--- config.mk ---
export PLATFORM = sky130hd
export DESIGN_NAME = multicycle_control_unit
export DESIGN_NICKNAME = d
export VERILOG_FILES = /design/src/rtl/multicycle_control_unit.sv
export SDC_FILE = /design/constraint.sdc
export NUM_CORES = 1
export LEC_CHECK = 0
export BUFFER_PORTS_ARGS = -buffer_cell sky130_fd_sc_hd__buf_2
export CAP_MARGIN = 20
export CORE_UTILIZATION = 44
export CTS_CLUSTER_DIAMETER = 120
export DETAILED_ROUTE_END_ITERATION = 10
export GPL_TIMING_DRIVEN = 0
export PLACE_DENSITY = 0.75
export SLEW_MARGIN = 15
export SYNTH_ARGS = -nofsm -noshare
export SYNTH_HDL_FRONTEND = slang
export SYNTH_SLANG_ARGS = --single-unit
--- constraint.sdc ---
create_clock -name Clock -period 1.9 [get_ports Clock]
set_input_delay 0.38 -clock Clock [delete_from_list [all_inputs] [get_ports Clock]]
set_output_delay 0.38 -clock Clock [all_outputs]
set_load 0.005 [all_outputs]
--- src/rtl/multicycle_control_unit.sv ---
// Multi-cycle FETCH/DECODE/EXECUTE/MEMORY/WRITEBACK sequencer for an RV32I-subset datapath.
// Optional `ILLEGAL_TRAP_EN: unsupported opcodes halt and raise Illegal instead of acting as a NOP.
module multicycle_control_unit #(
  parameter int ALU_OP_W     = 2,
  parameter int RETIRE_CNT_W = 32
) (
  input  logic                    Clock,
  input  logic                    Reset,
  input  logic [31:0]             Instruction,
  input  logic                    Mem_Ready,
  input  logic                    Zero,
  output logic                    Mem_Req,
  output logic                    Mem_Write,
  output logic                    Addr_Sel,
  output logic                    IR_Write,
  output logic                    PC_Write,
  output logic                    PC_Src,
  output logic [1:0]              Imm_Select,
  output logic                    ALU_Src,
  output logic [ALU_OP_W-1:0]     ALU_Op,
  output logic                    Reg_Write,
  output logic                    Mem_To_Reg,
  output logic [RETIRE_CNT_W-1:0] Retired_Count
`ifdef ILLEGAL_TRAP_EN
  ,
  output logic                    Illegal
`endif
);

  localparam logic [6:0] OP_R    = 7'b0110011;
  localparam logic [6:0] OP_I    = 7'b0010011;
  localparam logic [6:0] OP_LW   = 7'b0000011;
  localparam logic [6:0] OP_SW   = 7'b0100011;
  localparam logic [6:0] OP_BEQ  = 7'b1100011;

  typedef enum logic [2:0] {
    S_FETCH,
    S_DECODE,
    S_EXECUTE,
    S_MEMORY,
    S_WRITEBACK
`ifdef ILLEGAL_TRAP_EN
    ,
    S_HALT
`endif
  } state_t;

  state_t      state, state_nxt;
  logic [31:0] ir;
  logic [6:0]  opcode;
  logic        retire;
  logic        unused_ir;

  assign opcode    = ir[6:0];
  assign unused_ir = ^ir[31:7];

  always_ff @(posedge Clock) begin
    if (Reset) begin
      state         <= S_FETCH;
      ir            <= '0;
      Retired_Count <= '0;
    end else begin
      state <= state_nxt;
      if (IR_Write) ir <= Instruction;
      if (retire)   Retired_Count <= Retired_Count + 1'b1;
    end
  end

  always_comb begin
    state_nxt  = state;
    retire     = 1'b0;
    Mem_Req    = 1'b0;
    Mem_Write  = 1'b0;
    Addr_Sel   = 1'b0;
    IR_Write   = 1'b0;
    PC_Write   = 1'b0;
    PC_Src     = 1'b0;
    Imm_Select = 2'b00;
    ALU_Src    = 1'b0;
    ALU_Op     = '0;
    Reg_Write  = 1'b0;
    Mem_To_Reg = 1'b0;
`ifdef ILLEGAL_TRAP_EN
    Illegal    = 1'b0;
`endif
    case (state)
      S_FETCH: begin
        Mem_Req = 1'b1;
        if (Mem_Ready) begin
          IR_Write  = 1'b1;
          PC_Write  = 1'b1;
          state_nxt = S_DECODE;
        end
      end
      S_DECODE: begin
        case (opcode)
          OP_R, OP_I, OP_LW, OP_SW, OP_BEQ: state_nxt = S_EXECUTE;
          default: begin
`ifdef ILLEGAL_TRAP_EN
            state_nxt = S_HALT;
`else
            state_nxt = S_FETCH;
            retire    = 1'b1;
`endif
          end
        endcase
      end
      S_EXECUTE: begin
        state_nxt = S_FETCH;
        case (opcode)
          OP_R: begin
            ALU_Op    = ALU_OP_W'(2);
            state_nxt = S_WRITEBACK;
          end
          OP_I: begin
            ALU_Src   = 1'b1;
            ALU_Op    = ALU_OP_W'(2);
            state_nxt = S_WRITEBACK;
          end
          OP_LW: begin
            ALU_Src   = 1'b1;
            state_nxt = S_MEMORY;
          end
          OP_SW: begin
            ALU_Src    = 1'b1;
            Imm_Select = 2'b01;
            state_nxt  = S_MEMORY;
          end
          OP_BEQ: begin
            ALU_Op     = ALU_OP_W'(1);
            Imm_Select = 2'b10;
            PC_Src     = 1'b1;
            PC_Write   = Zero;
            retire     = 1'b1;
          end
          default: ;
        endcase
      end
      S_MEMORY: begin
        // Keep the address operands steady while the access is outstanding.
        Mem_Req    = 1'b1;
        Addr_Sel   = 1'b1;
        ALU_Src    = 1'b1;
        Mem_Write  = (opcode == OP_SW);
        Imm_Select = (opcode == OP_SW) ? 2'b01 : 2'b00;
        if (Mem_Ready) begin
          if (opcode == OP_SW) begin
            retire    = 1'b1;
            state_nxt = S_FETCH;
          end else begin
            state_nxt = S_WRITEBACK;
          end
        end
      end
      S_WRITEBACK: begin
        Reg_Write  = 1'b1;
        Mem_To_Reg = (opcode == OP_LW);
        ALU_Src    = (opcode != OP_R);
        retire     = 1'b1;
        state_nxt  = S_FETCH;
      end
`ifdef ILLEGAL_TRAP_EN
      S_HALT: Illegal = 1'b1;
`endif
      default: state_nxt = S_FETCH;
    endcase
    // Reset is synchronous, so it must also mask the current cycle's strobes.
    if (Reset) begin
      retire     = 1'b0;
      Mem_Req    = 1'b0;
      Mem_Write  = 1'b0;
      Addr_Sel   = 1'b0;
      IR_Write   = 1'b0;
      PC_Write   = 1'b0;
      PC_Src     = 1'b0;
      Imm_Select = 2'b00;
      ALU_Src    = 1'b0;
      ALU_Op     = '0;
      Reg_Write  = 1'b0;
      Mem_To_Reg = 1'b0;
`ifdef ILLEGAL_TRAP_EN
      Illegal    = 1'b0;
`endif
    end
  end

endmodule

-- Yosys cells after proc, flatten, opt, wreduce, memory -nomap -nowiden
Cells that the tools add are included.
- multiplexer cells: 40
- eq/ne operators: 12
- add/subtract/negate cells: 1
- reduce and logical (&&, ||, !) cells: 7
- operators by type and width (operator ; number):
    $add 32x1->32 const B ; 1
    $mux 1 ; 25
    $eq 7x6->1 const B ; 2
    $pmux 2 s2 ; 3
    $pmux 3 s4 ; 1
    $mux 3 ; 3
    $mux 2 ; 4
    $eq 7x2->1 const B ; 1
    $eq 7x5->1 const B ; 1
    $eq 7x7->1 const B ; 1
    $ne 7x6->1 const B ; 1
    $eq 3x2->1 const B ; 2
    $pmux 3 s2 ; 1
    $reduce_or 2->1 ; 3
    $reduce_or 5->1 ; 1
    $ne 2x2->1 const B ; 2
    $pmux 1 s4 ; 1
    $eq 3x1->1 const B ; 1
    $eq 3x3->1 const B ; 1
    $logic_not 3->1 ; 1
    $pmux 1 s3 ; 1
    $reduce_or 3->1 ; 1
    $pmux 1 s2 ; 1
    $reduce_and 2->1 ; 1
- logic and storage cells: 63
- flip-flop bits (word level): 42

-- Depth between registers and ports, before layout
Gate-level depths: netlist of the first run.
- word-level depth: 5
- gate-level depth with buffers: 8
- gate-level depth less buffers: 5

-- Worst setup path before layout of the first run
OpenSTA, ideal clock, no wires.
- path type: register to register
- from: register Retired_Count[3]
- to: register Retired_Count[19]
- data required time: 1.830 ns
- stages on the path, launching flop included: 7
- path slack: -0.036 ns
- arrival time: 1.866 ns
- setup time: 0.070 ns
- cell sequence: dfxtp_1 > nand4_4 > or2_1 > or3_4 > buf_6 > or4_1 > a21oi_1
- word-level cells in the longest chain between the ends: 1
- ends and longest elaborated chain (element ; line ; RTL):
    from (decl) ; 23 ; output logic [RETIRE_CNT_W-1:0] Retired_Count
    from (signal assigned) ; 65 ; if (retire) Retired_Count <= Retired_Count + 1'b1;
    $add 32x1->32 ; 65 ;
Every way passes these cells.
A chain may end at the register's enable or synchronous reset.

-- Worst setup path in the final report of the first run
- from: register state[1]
- to: register Retired_Count[19]
- word-level cells in the longest chain between the ends: 3
- ends and longest elaborated chain (element ; line ; RTL):
    from (decl) ; 48 ; state_t state, state_nxt;
    from (signal assigned) ; 63 ; state <= state_nxt;
    $eq 3x3->1 (tied with other cells) ; 86 ; case (state)
    $pmux 1 s4 * ; 86 ;
    $mux 1 * ; 168 ; if (Reset) begin
Mark *: on every way between the ends. The rest lies on a longest branch, timed or not.

==> out/results.ini, run 1 <==
[detailed_routing]
first_iter_violations=232
final_antenna_net_count=0
avgViaCountPerCell=5.944
drc=0
dr.pass1.iters=5
routed_wirelength_um=6974
routedWlPerCell_um=16.37
vias=2532

[logic_synthesis]
yosysSeqAreaShare=0.3799
syn-num-nets=312
async_flop_share=0
synth_edf_count=0
synth_cell_types=43
yosys_warnings=0
avgSynthCellArea_um2=8.049
ys_ff_latch=42
ys.flop_type=dfxtp_1
netlist_instances=275
syn_area_um2=2213

[setup_path]
reg2reg_from=state[1]$_SDFFE_PP0P_
crit_required_ns=2.13
worstSetupStartpointType=register
crit_path_end_kind=register
reg2reg_slack_ns=-0.25
cp.arrival_ns=2.38
path_max_fanout=10
r2r_end=Retired_Count[19]$_SDFFE_PP0P_
ff2ff_path_depth=7
critPathKind=reg2reg

[pwr]
p_per_area_nw_per_um2=497.2
ir_drop_mv=0.4038
p_leak_nw=1.210

[placed_design]
postPlaceCellArea_um2=2576
hpwlAfterDp_um=3990
routabilityCongestion=0.8752
portBuffers=55
placedCellCount=397

[die]
die_height_um=72.93
die_w_um=72.93
die_area_um2=5318
io_pins=81
rows=25
start_util=0.4625
core-area_um2=4786

[hold_path]
min-delay-path-class=in2reg
min_from=Instruction[5]
min_path_cells=3
hold_path_end=ir[5]$_SDFFE_PP0P_

[final_layout]
instances_no_fill=426
final_nets=396
area_delta_synth_final_pct=43.98
drive_above_1_share=0.4345
fin_util=0.6659
final_area_um2=3187
num_antenna_cells=0

[timing]
setup_viol=40
period_minus_slack_ns=2.152
fmax_ghz=0.4647
fin_crit_sh=1.133
rsz0062_at_grt=true
maxSlewViolCount=0
worst_slack_ns=-0.2518
final.setup_skew_ns=0.008862
slew_headroom=0.4701
tightest_slew_ns=0.7932
hold_violations=0

[outcome]
status=finished, violations left
violations=negative setup slack

[cts]
cts_tree=built
ctsLongestPathBuffers=2
cts.sinks=42
ctsHoldBuffers=0
cts_root_buffer=clkbuf_8
htreeDepth=2
clock_latency_ns=0.30
clk_pin_slew_ns=0.09
cts_buffers=5

[global_routing]
grt_max_degree=13
antenna_found_initial=0
grt_pass1_vias=2198
grt_usage=0.2537
grt_pass1_wl_um=10330
gr-total-overflow=0

[job]
cap_viol_max_count=0

-- logic make-up after synthesis --
family	Yosys count	share of synthesized area
simple gates	122	0.3256
xor+xnor	2	0.007916
compound gates	79	0.2182
fa+ha+maj	1	0.005652
mux	2	0.009045
buf+inv	27	0.05370
flops	42	0.3799
-- critical path, stage by stage (launching register included) --
cell      delay [ns]
dfxtp_1         0.31
buf_6           0.14
nor3b_1         0.42
and3_1          0.25
a211oi_2        0.10
buf_4           0.19
or4_1           0.50
a21oi_1         0.17
-- power by group --
| part | leakage, nW | switching [mW] | internal, mW |
|---|---|---|---|
| logic | 0.824 | 0.0682 | 0.0478 |
| clock network | 0.0373 | 0.309 | 0.252 |
| registers | 0.348 | 0.0180 | 0.889 |
| total | 1.21 | 0.395 | 1.19 |
-- registers in the layout, summed over array words and instances, names as in the netlist --
register / cells
state: 3
Retired_Count: 32
ir: 7
-- routing by layer --
layer | up-vias | routed length [um] | track usage
met5 | - | 0 | 0
met4 | 0 | 242 | 0.1133
met3 | 29 | 444 | 0.05387
met2 | 117 | 3362 | 0.4071
met1 | 1207 | 2925 | 0.3282
li1 | 1179 | - | -
-- what timing repair did --
| action | 4_1_cts | 5_1_grt |
|---|---|---|
| pin swaps | 36 | 18 |
| resized for setup | 61 | 30 |
| setup endpoints to repair | 37 | 45 |
| setup buffers | 13 | 8 |
| gates cloned | 1 | 1 |
-- metrics by stage --
stage               power (mW)  hold slack (ns)  setup TNS, ns  setup WS [ns]
global route             1.639           0.3327         -9.986        -0.3759
global placement         1.021           0.4426         -6.012        -0.2435
finish                   1.584           0.3092         -5.834        -0.2518
floorplan               0.9854           0.4318              0       0.003754
CTS                      1.576           0.3122         -2.862        -0.1845
detailed placement       1.024           0.4454         -7.238        -0.2840
-- Yosys cell counts, types with 2 or more instances --
cell,n,area (um2)
a2111oi_0,2,17.52
a211oi_1,2,15.01
a21oi_1,39,195.2
and2_1,2,12.51
and3_1,3,18.77
buf_2,5,25.02
clkbuf_1,9,33.78
dfxtp_1,42,840.8
inv_1,11,41.29
mux2i_1,2,20.02
nand2_1,34,127.6
nand2b_1,2,12.51
nand3_1,7,35.03
nand4_1,5,31.28
nor2_1,13,48.80
nor2b_1,2,12.51
nor3_1,6,30.03
nor3b_1,4,30.03
nor4_1,2,12.51
o21ai_0,12,60.06
o31ai_1,18,135.1
or2_1,2,12.51
or2_2,2,12.51
or3_1,13,81.33
or4_1,18,135.1
-- cell usage in the layout (no fill, tap or decap), types with 5 or more instances in the layout --
cell and count:
dfxtp_1 26, nand2_1 31, inv_1 11, or3_1 13, or4_4 6, clkbuf_1 6
a21oi_2 7, dfxtp_2 13, nand4_1 5, buf_6 5, nor2_1 10, buf_4 19
a21oi_1 32, clkbuf_8 9, nand3_1 7, or4_1 12, buf_2 55, o31ai_1 15
o21ai_0 7
-- worst max-delay path by stage --
stage / from / end / slack, ns / cells after the start
floorplan: Retired_Count[5]$_SDFFE_PP0P_ / Retired_Count[19]$_SDFFE_PP0P_ / 0.004 / 6
global placement: ir[4]$_SDFFE_PP0P_ / Retired_Count[2]$_SDFFE_PP0P_ / -0.24 / 8
detailed placement: ir[4]$_SDFFE_PP0P_ / Retired_Count[30]$_SDFFE_PP0P_ / -0.28 / 8
CTS: ir[2]$_SDFFE_PP0P_ / ALU_Src / -0.18 / 7
global route: state[1]$_SDFFE_PP0P_ / Retired_Count[19]$_SDFFE_PP0P_ / -0.38 / 7
finish: state[1]$_SDFFE_PP0P_ / Retired_Count[19]$_SDFFE_PP0P_ / -0.25 / 7
-- final cells by class --
type	instances	area (um2)
fill	382	1599
multi-input combinational	206	1478
sequential	42	868.3
timing repair buffer	78	495.5
buffer	15	140.1
tap	67	83.83
clock buffer	6	72.57
inverter	11	41.29
clock inverter	1	7.507
Power figures use the tool's default switching activity.
==> inputs of run 2 (changes only) <==
--- a/config.mk
+++ b/config.mk
@@ -7,11 +7,11 @@
 export LEC_CHECK = 0
 export BUFFER_PORTS_ARGS = -buffer_cell sky130_fd_sc_hd__buf_2
 export CAP_MARGIN = 20
-export CORE_UTILIZATION = 44
+export CORE_UTILIZATION = 49
 export CTS_CLUSTER_DIAMETER = 120
 export DETAILED_ROUTE_END_ITERATION = 10
 export GPL_TIMING_DRIVEN = 0
-export PLACE_DENSITY = 0.75
+export PLACE_DENSITY = 0.87
 export SLEW_MARGIN = 15
 export SYNTH_ARGS = -nofsm -noshare
 export SYNTH_HDL_FRONTEND = slang
==> constraint.sdc (replaced) <==
create_clock -name Clock -period 2.24 [get_ports Clock]
set_input_delay 0.448 -clock Clock [delete_from_list [all_inputs] [get_ports Clock]]
set_output_delay 0.448 -clock Clock [all_outputs]
set_load 0.005 [all_outputs]
==> out/results.ini, run 2 (same netlist as run 1, synthesis figures left out) <==
[outcome]
status=complete, no violations

[setup_path]
path_delay_family=simple AND/OR/NAND/NOR gates
ff2ff_path_depth=7
worstSetupStartpointType=register
crit_end=ALU_Src
worst-path-buf-inv=2
reg2reg_from=ir[2]$_SDFFE_PP0P_
crit_path_end_kind=output pin
path_cells=nand4bb_1 -> buf_6 -> or2_4 -> nor2_4 -> o21ai_0 -> a21oi_1 -> buf_2
path_max_fanout=8
crit_cells=7
reg2reg_slack_ns=0.11
cp.arrival_ns=1.71
r2r_end=Retired_Count[20]$_SDFFE_PP0P_
slowest_stage=dfxtp_1
critPathKind=reg2out
cp_slowest_stage_delay_ns=0.32
crit_required_ns=1.79
cp-startpoint=ir[2]$_SDFFE_PP0P_

[final_layout]
layout_common_cells=buf_2 (56), dfxtp_1 (41), a21oi_1 (39), nand2_1 (34)
num_antenna_cells=0
final_nets=374
multi_input_area_um2=1285
reg_top3=Retired_Count x32, ir x7, state x3
seqCellArea_um2=842.1
final_area_um2=2695
largest_reg_flops=32
drive_above_1_share=0.2574
regMostFlops=Retired_Count
n_fill_cell=383
final_common_cell=buf_2
area_delta_synth_final_pct=21.76

[die]
start_util=0.5083
die_w_um=69.21
io_pins=81
rows=24
die_area_um2=4790
die_height_um=69.21
core-area_um2=4354

[global_routing]
grt_pass1_vias=1937
antenna_found_initial=0
gr-total-overflow=0
grt_pass1_wl_um=9073
grt_usage=0.2327
grt_max_degree=14

[detailed_routing]
dr.pass1.iters=5
first_iter_violations=155
routedWlPerCell_um=14.31
vias=2318
drc=0
routed_wirelength_um=5581
final_antenna_net_count=0
avgViaCountPerCell=5.944

[timing]
period_minus_slack_ns=2.160
fin_crit_sh=0.9642
maxSlewViolCount=0
hold_violations=0
fmax_ghz=0.4630
final.setup_skew_ns=0.01357
tightest_slew_ns=0.7575
setup_viol=0
fin_setup_tns_ns=0
slew_headroom=0.4939

[cts]
clk_pin_slew_ns=0.08
htreeDepth=2
ctsLongestPathBuffers=2
cts_root_buffer=clkbuf_8
cts_tree=built
clock_latency_ns=0.29
ctsHoldBuffers=0
cts.sinks=42
cts_buffers=5

[placed_design]
postPlaceCellArea_um2=2554
routabilityCongestion=0.9148
portBuffers=55
hpwlAfterDp_um=3892

[pwr]
pwr-share-clk=0.361
p_int_mw=1.012
power_switching_uw=327.2
p_leak_nw=1.009
pwr-share-seq=0.576
p_per_area_nw_per_um2=497.0
combinationalPowerShare=0.063
ir_drop_mv=0.3572
p_sw_frac=0.2443

[job]
cap_viol_max_count=0

[hold_path]
min-delay-path-class=in2reg

-- run 2: worst min-delay path by stage --
stage / slack (ns) / start / cells after the start / endpoint
global route: 0.38 / Instruction[1] / 3 / ir[1]$_SDFFE_PP0P_
finish: 0.39 / Instruction[1] / 3 / ir[1]$_SDFFE_PP0P_
global placement: 0.44 / ir[2]$_SDFFE_PP0P_ / 2 / ir[2]$_SDFFE_PP0P_
floorplan: 0.43 / ir[3]$_SDFFE_PP0P_ / 2 / ir[3]$_SDFFE_PP0P_
CTS: 0.38 / Instruction[1] / 3 / ir[1]$_SDFFE_PP0P_
detailed placement: 0.45 / ir[2]$_SDFFE_PP0P_ / 2 / ir[2]$_SDFFE_PP0P_
-- run 2: worst register-to-register path: cells and delay by family, from the launching register on --
family,cells,cell delay [ns]
simple gates,2,0.77
buf+inv,2,0.44
compound gates,3,0.53
flops,1,0.32
-- run 2: power by group through the flow --
stage,clock network [mW],logic (mW),registers [mW]
global placement,0,0.0813,0.785
detailed placement,0,0.0820,0.785
floorplan,0,0.0532,0.783
finish,0.484,0.0841,0.771
global route,0.518,0.0937,0.773
CTS,0.490,0.0847,0.768
-- run 2: layout make-up --
cell class | instances | area share
plain buffers | 14 | 0.03157
clock buffers | 6 | 0.02693
clock inverters | 2 | 0.005107
inverters | 11 | 0.01532
multi-input cells | 206 | 0.4768
flip-flops and latches | 42 | 0.3124
well taps | 52 | 0.02414
repair buffers | 57 | 0.1077
-- run 2: repair_timing --
action	4_1_cts	5_1_grt
gates cloned	0	0
pin swaps	0	1
setup endpoints to repair	2	31
gates resized for setup	3	15
buffers inserted	1	1
-- run 2: metrics by stage --
stage	total power [mW]	hold slack (ns)	utilization	setup slack, ns	instances
after CTS	1.342	0.3838	0.6095	0.04498	391
final	1.339	0.3874	0.6190	0.08010	390
after detailed placement	0.8674	0.4499	0.5865	0.04580	382
after global placement	0.8663	0.4412	0.5865	0.1134	382
after floorplan	0.8359	0.4318	-	0.3036	275
after global routing	1.385	0.3811	0.6190	-0.006497	390
-- run 2: metal layers --
layer | vias up | track usage | part of all wire
li1 | 1148 | - | -
met1 | 1087 | 0.3085 | 0.45
met2 | 76 | 0.3765 | 0.49
met3 | 7 | 0.05233 | 0.051
met4 | 0 | 0.07256 | 0.012
met5 | - | 0 | 0
